==> config.mk <==
export PLATFORM = sky130hd
export DESIGN_NAME = key_crc_feeder
export DESIGN_NICKNAME = d
export VERILOG_FILES = /design/src/rtl/hash_key_pkg.sv /design/src/rtl/key_crc_feeder.sv
export SDC_FILE = /design/constraint.sdc
export NUM_CORES = 1
export LEC_CHECK = 0
export ABC_AREA = 0
export BUFFER_PORTS_ARGS = -buffer_cell sky130_fd_sc_hd__buf_4
export CAP_MARGIN = 20
export CORE_ASPECT_RATIO = 0.9
export CORE_MARGIN = 2
export CORE_UTILIZATION = 50
export CTS_CLUSTER_SIZE = 40
export DETAILED_ROUTE_END_ITERATION = 10
export GPL_TIMING_DRIVEN = 0
export PLACE_DENSITY = 0.76
export SLEW_MARGIN = 10
export SYNTH_ARGS = -nofsm -noshare
export SYNTH_HDL_FRONTEND = slang
export SYNTH_SLANG_ARGS = --single-unit
==> constraint.sdc <==
create_clock -name clk -period 5.6 [get_ports clk]
set_clock_uncertainty 0.1 [all_clocks]
set_input_delay 0 -clock clk [delete_from_list [all_inputs] [get_ports clk]]
set_output_delay 0 -clock clk [all_outputs]
set_load 0.02 [all_outputs]
==> src/rtl/hash_key_pkg.sv <==
// hash_key_pkg
// Definitions shared by the key-hashing datapath.
//   state_t    : key_crc_feeder FSM states
//   CRC_W      : CRC register width
//   CRC_SEED   : value the CRC stage holds after its reset
//   LANES      : bytes packed into one CRC word
//   finalise() : turns a raw CRC register value into the finished hash
package hash_key_pkg;

  localparam int CRC_W = 32;
  localparam logic [CRC_W-1:0] CRC_SEED = 32'hFFFF_FFFF;
  localparam int LANES = 4;
  localparam int LANE_W = $clog2(LANES);

  typedef enum logic [2:0] {
    ST_FILL,
    ST_WAIT,
    ST_CAPT,
    ST_OUT,
    ST_CLEAR
  } state_t;

  // The CRC is finished by inverting every bit; XOR against the
  // all-ones seed is the same operation.
  function automatic logic [CRC_W-1:0] finalise(input logic [CRC_W-1:0] crc);
    return crc ^ CRC_SEED;
  endfunction

endpackage

==> src/rtl/key_crc_feeder.sv <==
// key_crc_feeder
// Packs a key byte stream little-endian into 32-bit words for the CRC
// stage, re-seeds the CRC between keys and returns the finished bucket
// index together with the key byte length.
//
// Ports
//   clk, rst         : clock, asynchronous active-high reset
//   in_valid/in_ready: key byte handshake; in_data byte, in_last end of key
//   crc_data, crc_en : word and one-cycle update strobe for the CRC stage
//   crc_clr          : one-cycle re-seed pulse (parent ORs it with rst)
//   crc_val          : current CRC register value from the CRC stage
//   hash_valid/ready : result handshake
//   hash             : low HASH_BITS of the inverted CRC
//   hash_len/hash_ovf: saturating key byte count and its saturation flag
module key_crc_feeder
  import hash_key_pkg::*;
#(
  parameter int HASH_BITS = 20,
  parameter int LEN_W     = 8
) (
  input  logic                 clk,
  input  logic                 rst,
  input  logic                 in_valid,
  output logic                 in_ready,
  input  logic [7:0]           in_data,
  input  logic                 in_last,
  output logic [CRC_W-1:0]     crc_data,
  output logic                 crc_en,
  output logic                 crc_clr,
  input  logic [CRC_W-1:0]     crc_val,
  output logic                 hash_valid,
  input  logic                 hash_ready,
  output logic [HASH_BITS-1:0] hash,
  output logic [LEN_W-1:0]     hash_len,
  output logic                 hash_ovf
);

  state_t               r_state;
  state_t               w_next;
  logic [LANE_W-1:0]    r_lane;
  logic [CRC_W-1:0]     r_pack;
  logic [CRC_W-1:0]     r_crc_data;
  logic                 r_crc_en;
  logic                 r_crc_clr;
  logic [LEN_W-1:0]     r_len;
  logic                 r_ovf;
  logic [HASH_BITS-1:0] r_hash;
  logic [LEN_W-1:0]     r_hash_len;
  logic                 r_hash_ovf;

  logic                 w_accept;
  logic                 w_flush;
  logic                 w_len_max;
  logic [CRC_W-1:0]     w_word;
  logic [CRC_W-1:0]     w_fin;
  logic                 w_unused_fin;

  // in_ready comes from the state register only, never from in_valid.
  assign in_ready  = (r_state == ST_FILL);
  assign w_accept  = in_valid && in_ready;
  assign w_flush   = w_accept && ((r_lane == LANE_W'(LANES - 1)) || in_last);
  assign w_len_max = &r_len;
  assign w_fin     = finalise(crc_val);
  // Bits above HASH_BITS are not part of the bucket index.
  assign w_unused_fin = ^w_fin;

  // Current pack register with the incoming byte dropped into its lane.
  always_comb begin
    w_word = r_pack;
    w_word[{r_lane, 3'b000} +: 8] = in_data;
  end

  always_ff @(posedge clk or posedge rst) begin
    if (rst) begin
      r_state <= ST_FILL;
    end else begin
      r_state <= w_next;
    end
  end

  always_comb begin
    w_next = r_state;
    case (r_state)
      ST_FILL:  if (w_accept && in_last) w_next = ST_WAIT;
      ST_WAIT:  w_next = ST_CAPT;
      ST_CAPT:  w_next = ST_OUT;
      ST_OUT:   if (hash_ready) w_next = ST_CLEAR;
      ST_CLEAR: w_next = ST_FILL;
      default:  w_next = ST_FILL;
    endcase
  end

  always_ff @(posedge clk or posedge rst) begin
    if (rst) begin
      r_lane     <= '0;
      r_pack     <= '0;
      r_crc_data <= '0;
      r_crc_en   <= 1'b0;
      r_crc_clr  <= 1'b0;
      r_len      <= '0;
      r_ovf      <= 1'b0;
      r_hash     <= '0;
      r_hash_len <= '0;
      r_hash_ovf <= 1'b0;
    end else begin
      // Strobe lands in the cycle after the word is captured, so a final
      // word's strobe always falls in WAIT.
      r_crc_en  <= w_flush;
      // Raised on the result handshake so it is high exactly in CLEAR.
      r_crc_clr <= (r_state == ST_OUT) && hash_ready;

      if (w_accept) begin
        if (w_flush) begin
          r_crc_data <= w_word;
          r_pack     <= '0;
        end else begin
          r_pack <= w_word;
        end
        r_lane <= in_last ? '0 : r_lane + LANE_W'(1);
        if (w_len_max) begin
          r_ovf <= 1'b1;
        end else begin
          r_len <= r_len + LEN_W'(1);
        end
      end

      // crc_val already includes the final word here.
      if (r_state == ST_CAPT) begin
        r_hash     <= w_fin[HASH_BITS-1:0];
        r_hash_len <= r_len;
        r_hash_ovf <= r_ovf;
        r_len      <= '0;
        r_ovf      <= 1'b0;
      end
    end
  end

  assign crc_data   = r_crc_data;
  assign crc_en     = r_crc_en;
  assign crc_clr    = r_crc_clr;
  assign hash_valid = (r_state == ST_OUT);
  assign hash       = r_hash;
  assign hash_len   = r_hash_len;
  assign hash_ovf   = r_hash_ovf;

endmodule

# Yosys cells after proc, flatten, opt, wreduce, memory -nomap -nowiden
# Index checks and enable logic that the tools add are counted.
# W data, S select, Z words.
# totals
output_inout_bits	65
input_bits	45
elab_cells	49
register_bits	109
# op_classes
eq_ne	7
n_shift	2
reduce_logical	13
n_bitwise	1
muxes	12
add_sub_neg	3
# ops
cell	n
$bwmux W32	1
$mux W32	1
$shift A8 B7 Y32 const A	1
$shiftx A8 B7 Y32	1
$mux W8	3
$not A20 Y20	1
$pmux W3 S4	1
$add A8 B1 Y8 const B	1
$reduce_and A2 Y1	4
$reduce_and A8 Y1	1
$neg A5 Y7	1
$eq A3 B2 Y1 const B	2
$mux W3	2
$ne A2 B1 Y1 const B	3
$logic_and A1 B1 Y1	4
$reduce_bool A2 Y1	2
$eq A3 B1 Y1 const B	1
$logic_not A3 Y1	1
$mux W1	3
$add A2 B1 Y2 const B	1
$eq A2 B2 Y1 const B	1
$mux W2	1
$logic_or A1 B1 Y1	1

# Depth between registers and ports, before layout
# Gate-level depths: netlist of run 1.
# depth
word_depth	5
mapped_depth	8
mapped_depth_nobuf	6

# Worst setup path after synthesis of run 1
# No wires, ideal clock.
# synth_timing
path_kind	register -> register
from	register r_lane[0]
to	register r_pack[0]
setup_slack_ns	3.454
required_ns	5.433
arrival_ns	1.978
synth_period_minus_slack_ns	2.146
setup_time_ns	0.067
stages_incl_launch_ff	8
path_buffers	2
path_cell_list	dfrtp_1 inv_1 ha_1 nor4bb_1 clkbuf_1 and3_1 clkbuf_1 a22o_1
# synth_via
elab_chain_cells	4
word_cells_on_any_way	8
# synth_lines
element	line_no	rtl
from (decl)	key_crc_feeder.sv:40	logic [LANE_W-1:0] r_lane;
from (signal assigned)	key_crc_feeder.sv:119	r_lane <= in_last ? '0 : r_lane + LANE_W'(1);
$neg A5 Y7 or $eq A2 B2 Y1 (tied branches)	key_crc_feeder.sv:70, key_crc_feeder.sv:61	
$shiftx A8 B7 Y32, or another cell as far along	key_crc_feeder.sv:70	w_word[{r_lane, 3'b000} +: 8] = in_data;
$bwmux W32 or $logic_and A1 B1 Y1 (tied branches)	key_crc_feeder.sv:70, key_crc_feeder.sv:61	
$mux W32 *	key_crc_feeder.sv:113	if (w_flush) begin
to (signal assigned)	key_crc_feeder.sv:117	r_pack <= w_word;
to (decl)	key_crc_feeder.sv:41	logic [CRC_W-1:0] r_pack;
# Mark *: on every way between the ends. The rest lies on a longest branch, timed or not.
# A chain may end at the register's enable or synchronous reset.

# Worst setup path after layout of run 1
# layout_timing
from	register r_lane[0]
to	register r_pack[4]
# Same word-level chain as after synthesis.

==> results list, run 1 <==
- From synthesis to final layout, the design area changed by 27.5%.
* Count of state elements after synthesis: between 100 and 150
* Worst Reg2Reg Path Length in Cells: 7
* Number of enable flip-flop cells after synthesis: 0
- Sum of net half-perimeters after detailed placement: 7080 microns
- Row generation in the floorplan step produced 33 rows.
* Share of final-layout standard cells stronger than drive strength 1: 19.4%
- The number of pins with negative max-slew slack in the final report is 0.
* Number of inserted filler cells in the final layout: 743
* Area leader, netlist: sky130_fd_sc_hd__dfrtp_1
* Minimum setup slack in the final design: 3.04 ns
- Number of antenna violations at the first check in global routing: 0
* WL final: 10600 microns
- Worst min-delay path class: input port to register
- Data on the critical path is required at its endpoint by 5.80 ns.
- Part of the Yosys area used for sequential elements: 58.8%
* Most frequently used flop master after synthesis: sky130_fd_sc_hd__dfrtp_1
- Dominant combinational cell family by area after synthesis: compound AO/OA/AOI/OAI gates
- DRC marker count from the first detailed-route iteration: 186
- Routed WL per cell: between 10 and 15 microns
- Crit share post-route: 45.7%
- Ranked by total cell area, the synthesized netlist is headed by sky130_fd_sc_hd__dfrtp_1, sky130_fd_sc_hd__nand2_1, sky130_fd_sc_hd__o21ai_0, sky130_fd_sc_hd__a22o_1, sky130_fd_sc_hd__nor2b_1.
- Max-cap check violation count: 0
- Total iterations of the first detailed-routing run: 4
* Multiplexer share of the synthesized area: 0%
- Counting flops with an async set or reset pin after synthesis yields a share of between 90% and 100%.
- Number of clock buffers inserted by TritonCTS: 9
- Netlist area before placement: 4640 sq um
- Clock tree from TritonCTS: built
- The number of nets in the synthesized netlist is 511.
- Synth cell types: 40
- For this design the top-level I/O count stands at 110.
* Standby leakage power: 2.84 nW
* Instance count along the most critical hold path: 2
- Detailed-route DRC error count: 0
- Die X: 106 microns
- In this run the vertical extent of the chip is 95.4 microns.
* Compound-cell area share of the yosys netlist: 18.0%
- Number of inserted diodes: 0
- The core region is 9080 sq um.
- Clk buf depth: 2
- GRT overflow: 0
* Most frequent cell after synthesis: sky130_fd_sc_hd__dfrtp_1
- The via count of the first global-routing pass came to 3632.
- Averaged over all synthesized cells, the footprint is between 10 and 15 sq um.
- The run finished with clean final reports.
- By count the netlist is led by sky130_fd_sc_hd__dfrtp_1, sky130_fd_sc_hd__nand2_1, sky130_fd_sc_hd__o21ai_0, sky130_fd_sc_hd__a21oi_1, sky130_fd_sc_hd__nor2b_1.
* Setup Total Neg Slack: 0 ns
- Global-route wire length before repair: 17600 microns
- For this configuration, the core starts out at a cell density of between 50% and 60%.
* Startpoint Class: register
- Register clock-pin slew on the reported worst setup and hold paths: 0.10 ns
* TritonCTS sink count: 109
- Area of the die: 10100 sq um
- Setup violations remaining at the end of the flow were counted as 0.
- Cell at the root of the clock tree: sky130_fd_sc_hd__clkbuf_8
- During placement, the flow inserted port buffers numbering 89.
- Net count of the finished layout: between 600 and 700
- Vias per cell: 5.32
* Highest attainable clock frequency: 390 MHz
- Source-to-sink clock delay at the later pin of the worst-skew pair: ~0.36 ns
- Largest net degree at the start of global routing: 68
- Power spread over the standard cell area amounts to 428 nW/um^2.
* Simple-gate area share of the yosys netlist: ~17%
* Type of the worst setup path: register to register
- Setup repair after global routing left no endpoint under its margin.
* Critical path data arrival time: 2.76 ns
* GRT Total Usage: 22.0%
- The final route contains between 3000 and 4000 vias.
* Mapped Cells: 459
- Antenna Nets Post-Route: 0
- Yosys warning total: 0
* Worst-margin pin slew: 0.567 ns
- The worst setup path is captured at a register.
* Depth of the CTS H-tree: 3
- Crit path time final: ~2.6 ns
- Worst setup slack after placement: 3.06 ns
- Critical path peak fanout: 9
* Routability congestion estimate: 0.776
- Summing the areas of all xor and xnor instances in the mapped netlist gives 0.378% of the synthesized area.
- The count of final hold-check violations is 0.
- Headroom to the max-slew limit: 61.9%
* Worst Hold Margin: 0.0412 ns
- Adder-cell share of the synthesized area: under 10%
- Post-cts repair resize count: 0
- Peak supply drop: about 0.3 mV
- The synthesized design devotes to its leading area cell type a little under 60% of total area.
[report_power, final]
| part | internal [mW] | switching [mW] | total (mW) |
|---|---|---|---|
| logic | 0.382 | 0.615 | 0.997 |
| clock network | 0.204 | 0.252 | 0.456 |
| registers | 0.971 | 0.108 | 1.08 |
[sequential cells by signal, indices dropped and copies added, names as in the netlist]
| signal | count |
|---|---|
| crc_clr | 1 |
| r_pack | 32 |
| crc_en | 1 |
| hash_ovf | 1 |
| hash_len | 8 |
| crc_data | 32 |
| r_state | 3 |
| r_len | 8 |
| r_ovf | 1 |
| hash | 20 |
| r_lane | 2 |
[stage by stage]
| stage | area (sq um) | utilization, % | power (mW) | cells |
|---|---|---|---|---|
| 2_1_floorplan | 4640 | - | 1.69 | 459 |
| 3_3_place_gp | 5460 | 60.1 | 2.04 | 670 |
| 3_5_place_dp | 5490 | 60.5 | 2.07 | 671 |
| 4_1_cts | 5910 | 65.1 | 2.54 | 710 |
| 5_1_grt | 5910 | 65.1 | 2.71 | 710 |
| 6_report | 5910 | 65.1 | 2.53 | 710 |
[metal layers]
layer | global-route usage (%) | wire length [microns] | vias to the layer above
li1 | - | - | 1829
met1 | 28.8 | 4730 | 1839
met2 | 38.3 | 5200 | 101
met3 | 5.54 | 581 | 6
met4 | 3.62 | 60 | 0
met5 | 0 | 0 | -
[critical path, stage by stage, from the launching register on]
cell and delay [ns]:
sky130_fd_sc_hd__dfrtp_1 0.52, sky130_fd_sc_hd__inv_1 0.16, sky130_fd_sc_hd__ha_1 0.39, sky130_fd_sc_hd__nor4bb_1 0.27, sky130_fd_sc_hd__clkbuf_1 0.33, sky130_fd_sc_hd__and3_1 0.21
sky130_fd_sc_hd__clkbuf_1 0.31, sky130_fd_sc_hd__a22o_1 0.21
[cell usage in the layout, fill, tap and decap left out, drive strengths merged]
master,synthesis,final
or2,1,1
and4b,1,1
dfrtp,109,109
clkbuf,21,32
or3,2,2
a31oi,1,1
buf,13,103
dlygate4sd3,0,24
nand4,3,3
nor2,9,9
nand3b,1,1
a21oi,38,38
nor4bb,1,1
and4bb,1,1
or4,2,2
clkinv,0,1
nand3,5,5
nand4b,1,1
o21bai,1,1
nor2b,35,35
o31ai,2,2
ha,7,7
or4b,1,1
xnor2,1,1
a32o,1,1
a22o,32,32
clkinvlp,0,2
o211ai,1,1
nor3b,1,1
and2,1,1
inv,6,6
xor2,1,1
nor3,7,7
nor4b,1,1
bufinv,0,1
and4,1,1
o21ai,63,63
or3b,1,1
nand2,85,85
and3,2,2
[timing repair]
action / CTS / global route
hold buffers: 24 / 0
buffers inserted: 0 / 0
hold endpoints to repair: 135 / 0
[final timing paths]
path                               from            to  slack, ns
max reg2reg                   r_lane[0]     r_pack[4]       3.04
min in group asynchronous           rst  crc_data[30]       0.09
max                           r_lane[0]     r_pack[4]       3.04
max in group asynchronous           rst    r_state[2]       4.67
min reg2reg                crc_data[26]  crc_data[26]       0.39
min                          in_data[4]    r_pack[28]       0.04
[cell families after synthesis]
| kind of cell | Yosys count |
|---|---|
| simple gates | 162 |
| xor+xnor | 2 |
| buf+inv | 40 |
| compound gates | 139 |
| fa+ha+maj | 7 |
| flops | 109 |
[layout make-up]
type	count	area [sq um]	area share, %
plain buffers	34	136	2.31
clock inverters	4	50.0	0.846
inverters	6	27.5	0.466
flip-flops and latches	109	2730	46.1
clock buffers	11	131	2.22
multi-input cells	310	1750	29.6
repair buffers	114	936	15.8
well taps	122	153	2.58
Power figures use the tool's default switching activity.
==> run 2, diff against run 1 <==
--- a/config.mk
+++ b/config.mk
@@ -10,7 +10,7 @@
 export CAP_MARGIN = 20
 export CORE_ASPECT_RATIO = 0.9
 export CORE_MARGIN = 2
-export CORE_UTILIZATION = 50
+export CORE_UTILIZATION = 48
 export CTS_CLUSTER_SIZE = 40
 export DETAILED_ROUTE_END_ITERATION = 10
 export GPL_TIMING_DRIVEN = 0
==> constraint.sdc (replaced) <==
create_clock -name clk -period 2.25 [get_ports clk]
set_clock_uncertainty 0.1 [all_clocks]
set_input_delay 0 -clock clk [delete_from_list [all_inputs] [get_ports clk]]
set_output_delay 0 -clock clk [all_outputs]
set_load 0.02 [all_outputs]
==> results list, run 2 (synthesis gave the netlist of run 1 again) <==
* Worst Reg2Reg Path Length in Cells: 6
- The first TritonRoute pass finished after 4 iterations.
- The initial antenna violation count came to 0.
* Clk buf depth: 2
- In this run the tightest slew margin relative to its limit is 56.6%.
- Counting both buffers and inverters, the worst setup path holds a total of 2.
* Largest net degree at the start of global routing: 34
- In this run the tool buffered the top-level ports with 89 buffer cells.
- Data on the critical path arrives at its endpoint at 2.31 ns.
- Power spread over the standard cell area amounts to ~1100 nW/um^2.
- The number of pins with negative max-slew slack in the final report is 0.
- Die Y: ~100 microns
* Critical register-to-register path endpoint: r_pack[5]
- Highest-count cells in the layout ignoring fill and taps: sky130_fd_sc_hd__dfrtp_1, sky130_fd_sc_hd__buf_4, sky130_fd_sc_hd__nand2_1
- Highest attainable clock frequency: 474 MHz
- The worst setup path is captured at a register.
- GRT overflow: 0
- After detailed routing, the number of vias per cell comes to 5.25.
* R2R Path Start: r_lane[0]
- The first global-routing pass estimated 18100 microns of wire.
- Cell at the root of the clock tree: sky130_fd_sc_hd__clkbuf_8
* Clock tree from TritonCTS: built
* Internal: 3.96 mW
- Placed cell areas: 5540 sq um
* Worst-margin pin slew: 0.650 ns
- Setup Total Neg Slack: 0 ns
* Minimum setup slack in the final design: around 0.14 ns
- Area added between synthesis and finish: 29.7%
- Number of inserted diodes: 0
- In this run the horizontal extent of the chip is 108 microns.
- The signal on the critical path passes through inv_1 > ha_1 > nor4bb_1 > clkbuf_2 > and3_2 > a22o_1.
* Vias in the first global route: 3760
- Crit-path max cell delay: 0.45 ns
* Share of final-layout standard cells stronger than drive strength 1: 22.9%
- Crit path time final: 2.11 ns
- Total number of cells along the worst setup path: 6
* Sum of net half-perimeters after detailed placement: 7550 microns
- In this run the worst setup path begins at r_lane[0].
- Dividing the detail-routed wire length by the instance count gives 14.8 microns.
- The final layout contains routed wiring with a total length of between 10000 and 15000 microns.
- Final setup vio count: 0
* Switching pwr: between 2 and 2.5 mW
* Antenna Nets Post-Route: 0
- Setup crit end: r_pack[5]
- The floorplan has 34 rows.
* Clock power frac: 19.2%
- The count of final hold-check violations came to 0.
- Net count of the finished layout: 637
- Outcome: finished, final reports clean
* Via count of the routed design: 3758
- Routability congestion estimate: 0.814
- Type of the worst setup path: register to register
* DRC marker count from the first detailed-route iteration: roughly 130
* Std-Cell Core Area: 9530 sq um
* Worst Hold Margin: ~0.031 ns
* TritonCTS sink count: 109
- Standby leakage power: 2.89 nW
- For the worst setup path, the data required time is 2.45 ns.
- Startpoint Class: register
* Source-to-sink clock delay at the later pin of the worst-skew pair: 0.37 ns
- The share of total power dissipated in combinational logic is 39.2%.
- Slowest cell on crit path: sky130_fd_sc_hd__dfrtp_2
* Worst min-delay path class: input port to register
- Switching part of the total: 38.6%
- Max-cap check violation count: 0
* Worst setup slack after placement: -0.270 ns
- Crit share post-route: a little over nine tenths
- Cell class contributing the biggest share of worst-path delay: simple AND/OR/NAND/NOR gates
- The worst hold path was traced through 3 stages.
- Number of clock buffers inserted by TritonCTS: 9
* Detailed-route DRC error count: 0
- Overall power consumption after layout is estimated at 6.44 mW.
- Critical path peak fanout: 9
- Across all register-to-register paths, the minimum setup slack is 0.14 ns.
- The finished cells cover 6020 sq um.
* Depth of the CTS H-tree: 3
- GRT Total Usage: 21.5%
* Sequential cell fraction of total power: between 40% and 50%
* Number of placed I/O pins: 110
- Setup repair after global routing left no endpoint under its margin.
- For this configuration, the core starts out at a cell density of 48.7%.
* Register clock-pin slew on the reported worst setup and hold paths: approximately 0.10 ns
* Area of the die: 10500 sq um
- IR analysis of the VDD net gives a maximum drop of 0.595 mV.
- The library cell used most frequently in the layout, excluding fill and tap cells, is sky130_fd_sc_hd__dfrtp_1.
-- run 2: cell types whose count changed in the layout (fill, tap and decap cells not counted), moves of 2 or more --
| cell | delta |
|---|---|
| sky130_fd_sc_hd__clkbuf_1 | -11 |
| sky130_fd_sc_hd__clkbuf_2 | +8 |
| sky130_fd_sc_hd__buf_12 | +2 |
| sky130_fd_sc_hd__inv_6 | +2 |
| sky130_fd_sc_hd__nor2b_1 | -2 |
-- run 2: power groups by stage --
stage | clock network (mW) | logic (mW) | registers, mW
2_1_floorplan | 0 | 1.12 | 3.08
3_3_place_gp | 0 | 2.38 | 2.69
3_5_place_dp | 0 | 2.46 | 2.72
4_1_cts | 1.26 | 2.51 | 2.69
5_1_grt | 1.35 | 2.79 | 2.73
6_report | 1.23 | 2.53 | 2.68
-- run 2: what timing repair did --
item | in CTS | in global routing
setup endpoints to repair | 53 | 44
hold buffers | 24 | 0
endpoints found under the hold margin | 110 | 0
gates resized for setup | 14 | 5
setup buffers | 0 | 1
-- run 2: final cells by class --
type | count | area (sq um)
fill | 818 | 3510
tap | 126 | 158
clock inverter | 5 | 63.8
timing repair buffer | 117 | 983
inverter | 6 | 26.3
multi-input combinational | 310 | 1780
buffer | 32 | 139
sequential | 109 | 2730
clock buffer | 11 | 141
-- run 2: tightest hold or removal path, delay by kind of cell --
kind	cells	cell delay, ns
AOI/OAI and AO/OA	2	0.24
buffers and inverters	1	0.21
-- run 2: metal layers --
layer	share of wire [%]	global-route usage [%]	vias up
met5	0	0	-
met3	4.5	4.02	13
met1	45	30.2	1817
met4	1.3	6.90	0
li1	-	-	1832
met2	49	33.9	96
-- run 2: worst min path at each step --
stage / startpoint / endpoint
2_1_floorplan: hash_ready / r_state[1]
3_3_place_gp: crc_val[6] / hash[6]
5_1_grt: in_data[2] / r_pack[10]
4_1_cts: in_data[4] / r_pack[20]
3_5_place_dp: rst / crc_data[1]
6_report: in_data[2] / crc_data[18]
-- run 2: per-stage QoR --
step,util (%),cells
global placement,57.4,674
finish,63.1,716
detailed placement,58.1,677
global route,63.1,716
CTS,62.9,715
floorplan,-,459
==> run 3, diff against run 2 <==
--- a/config.mk
+++ b/config.mk
@@ -7,9 +7,8 @@
 export LEC_CHECK = 0
 export ABC_AREA = 0
 export BUFFER_PORTS_ARGS = -buffer_cell sky130_fd_sc_hd__buf_4
-export CAP_MARGIN = 20
 export CORE_ASPECT_RATIO = 0.9
-export CORE_MARGIN = 2
+export CORE_MARGIN = 1
 export CORE_UTILIZATION = 48
 export CTS_CLUSTER_SIZE = 40
 export DETAILED_ROUTE_END_ITERATION = 10
==> constraint.sdc (replaced) <==
create_clock -name clk -period 2.25 [get_ports clk]
set_clock_uncertainty 0.1 [all_clocks]
set_input_delay 0.225 -clock clk [delete_from_list [all_inputs] [get_ports clk]]
set_output_delay 0.225 -clock clk [all_outputs]
set_load 0.02 [all_outputs]
==> results list, run 3 (synthesis gave the netlist of run 1 again) <==
- The initial utilization of the core area, before any placement, comes to about half.
- Standby leakage power: 2.88 nW
* DRC marker count from the first detailed-route iteration: 115
* Internal: between 3 and 4 mW
- The share of total power dissipated in the clock network is 19.0%.
* Number of inserted filler cells in the final layout: 804
- Net switching is 38.9% of the power.
* GRT overflow: 0
- On the critical path the largest part of the delay comes from simple AND/OR/NAND/NOR gates.
- The startpoint identified for the worst register-to-register timing path is r_lane[0].
- Buffers added on ports: between 80 and 90
* Std-Cell Core Area: 9250 sq um
- Data arrives at the worst endpoint at 2.34 ns.
* Die X: 106 microns
* Total iterations of the first detailed-routing run: 4
- Worst min-delay path class: input port to register
- Highest attainable clock frequency: 470 MHz
- At the pin with the least slew margin, the transition time is 0.570 ns.
* Setup Total Neg Slack: 0 ns
- Sequential cell fraction of total power: 41.6%
- Number of antenna violations at the first check in global routing: 0
- Depth of the CTS H-tree: 3
- Switching pwr: 2.51 mW
- Clock tree from TritonCTS: built
- Worst Reg2Reg Path Length in Cells: 6
- Counting instances, the worst hold path has a depth of 3.
- The first global-routing pass estimated 17300 microns of wire.
* Slowest cell on crit path: sky130_fd_sc_hd__dfrtp_2
- Startpoint Class: register
* Vias per cell: 5.31
- In this run the most critical hold path is launched from in_last.
* Via count of the routed design: 3769
- Data on the critical path is required at its endpoint by 2.46 ns.
- Critical path peak fanout: 9
- The tree is rooted in a sky130_fd_sc_hd__clkbuf_8.
* Cell area power density: between 1000 and 1500 nW/um^2
- Dividing the detail-routed wire length by the instance count gives 15.0 microns.
* Standard-cell rows: 33
* Final-report hold violation count: 0
- 110 I/O pins were placed.
- Area added between synthesis and finish: 29.0%
- The die covers 10100 sq um.
- Antenna Nets Post-Route: 0
- For hold timing, the worst endpoint is r_lane[0].
- Commonest non-fill, non-tap cell in the layout: sky130_fd_sc_hd__dfrtp_1
- In this run the deepest clock path goes through 2 buffers.
* Peak supply drop: 0.823 mV
* Worst-path cell chain: inv_1 > ha_1 > nor4bb_1 > clkbuf_2 > and3_2 > a22o_1
* WL final: 10600 microns
- Number of inserted diodes: 0
- Detailed placement ended at an HPWL of 7170 microns.
- Crit-path max cell delay: 0.45 ns
* Highest-count cells in the layout ignoring fill and taps: sky130_fd_sc_hd__dfrtp_1, sky130_fd_sc_hd__buf_4, sky130_fd_sc_hd__nand2_1
- Crit share post-route: 94.7%
* Max-cap check violation count: 0
* Type of the worst setup path: register to register
- The die is around 95 microns tall.
- Combinational logic is responsible for 39.4% of the overall power.
* Final setup vio count: 0
- Outcome: finished, final reports clean
- Crit path time final: 2.13 ns
- The post-route netlist has a little under a quarter of its cells at a drive strength greater than 1.
- After clock tree synthesis, the clock-pin slew on the worst setup and hold paths is 0.10 ns.
- Number of clock buffers inserted by TritonCTS: 9
- Worst Hold Margin: 0.0799 ns
- After the last flow step, the layout net total stands at ~640.
* Flop2flop setup slack: 0.12 ns
- Global routing used 22.0% of the available tracks across all layers.
* Unrepaired setup endpoints after global routing: no
- The worst pin sits at a relative slew slack of 61.8%.
- Vias in the first global route: 3549
* Largest net degree at the start of global routing: 41
* TritonCTS sink count: about 110
* Final number of max-transition violations: 0
* Source-to-sink clock delay at the later pin of the worst-skew pair: 0.38 ns
- Detailed-route DRC error count: 0
- Critical path buffer and inverter count: 2
- Routability congestion estimate: 0.825
- Element type at the critical path end: register
- Critical register-to-register path endpoint: r_pack[0]
==> run 3: per-layer routing <==
layer,wire (microns),share of wire (%),GRT usage [%],up-vias
met4,102,0.96,5.67,0
li1,-,-,-,1834
met3,440,4.1,4.37,13
met2,5300,50,37.8,86
met5,0,0,0,-
met1,4780,45,28.9,1836
==> run 3: final cells by class <==
class,instances,area [sq um],share of cell area [%]
Buffer,31,135,2.26
Clock buffer,9,124,2.07
Clock inverter,7,80.1,1.34
Inverter,6,26.3,0.439
Multi-Input combinational cell,310,1770,29.6
Sequential cell,109,2730,45.6
Tap cell,122,153,2.55
Timing Repair Buffer,116,963,16.1
==> run 3: timing repair <==
item                                   CTS  global route
setup endpoints to repair               53            50
setup buffers                            0             2
resized for setup                        9            13
endpoints found under the hold margin   56             0
hold buffers                            22             0
pin swaps                                0             1
==> run 3: metrics by stage <==
stage          instances  utilization (%)  instance area [sq um]  worst slack [ns]  power (mW)
2_1_floorplan        459                -                   4640             0.104        4.20
3_3_place_gp         670             59.1                   5460            -0.234        5.07
3_5_place_dp         673             59.7                   5520            -0.305        5.17
4_1_cts              708             64.3                   5950            0.0164        6.43
5_1_grt              710             64.7                   5980            0.0414        6.85
6_report             710             64.7                   5980             0.120        6.44
==> run 3: how the worst max path moves through the flow <==
stage	start	to	cells after the start	slack, ns
2_1_floorplan	r_lane[0]	r_pack[0]	7	0.10
3_3_place_gp	r_lane[0]	r_pack[3]	7	-0.23
3_5_place_dp	r_lane[0]	r_pack[0]	7	-0.30
4_1_cts	r_lane[0]	r_pack[30]	6	0.02
5_1_grt	r_lane[1]	r_pack[5]	6	0.04
6_report	r_lane[0]	r_pack[0]	6	0.12
==> run 3: power groups by stage <==
stage,logic [mW],registers (mW),clock network (mW)
floorplan,1.12,3.08,0
global placement,2.37,2.70,0
detailed placement,2.45,2.71,0
CTS,2.50,2.68,1.25
global route,2.79,2.73,1.33
finish,2.53,2.68,1.23
==> run 3: worst reg2reg max path: cells and delay by family, from the launching register on <==
family / cells / cell delay, ns
AO/OA/AOI/OAI: 1 / 0.17
flip-flops: 1 / 0.45
buffers and inverters: 2 / 0.43
AND/OR/NAND/NOR: 2 / 0.61
adder cells (fa/ha/maj): 1 / 0.33
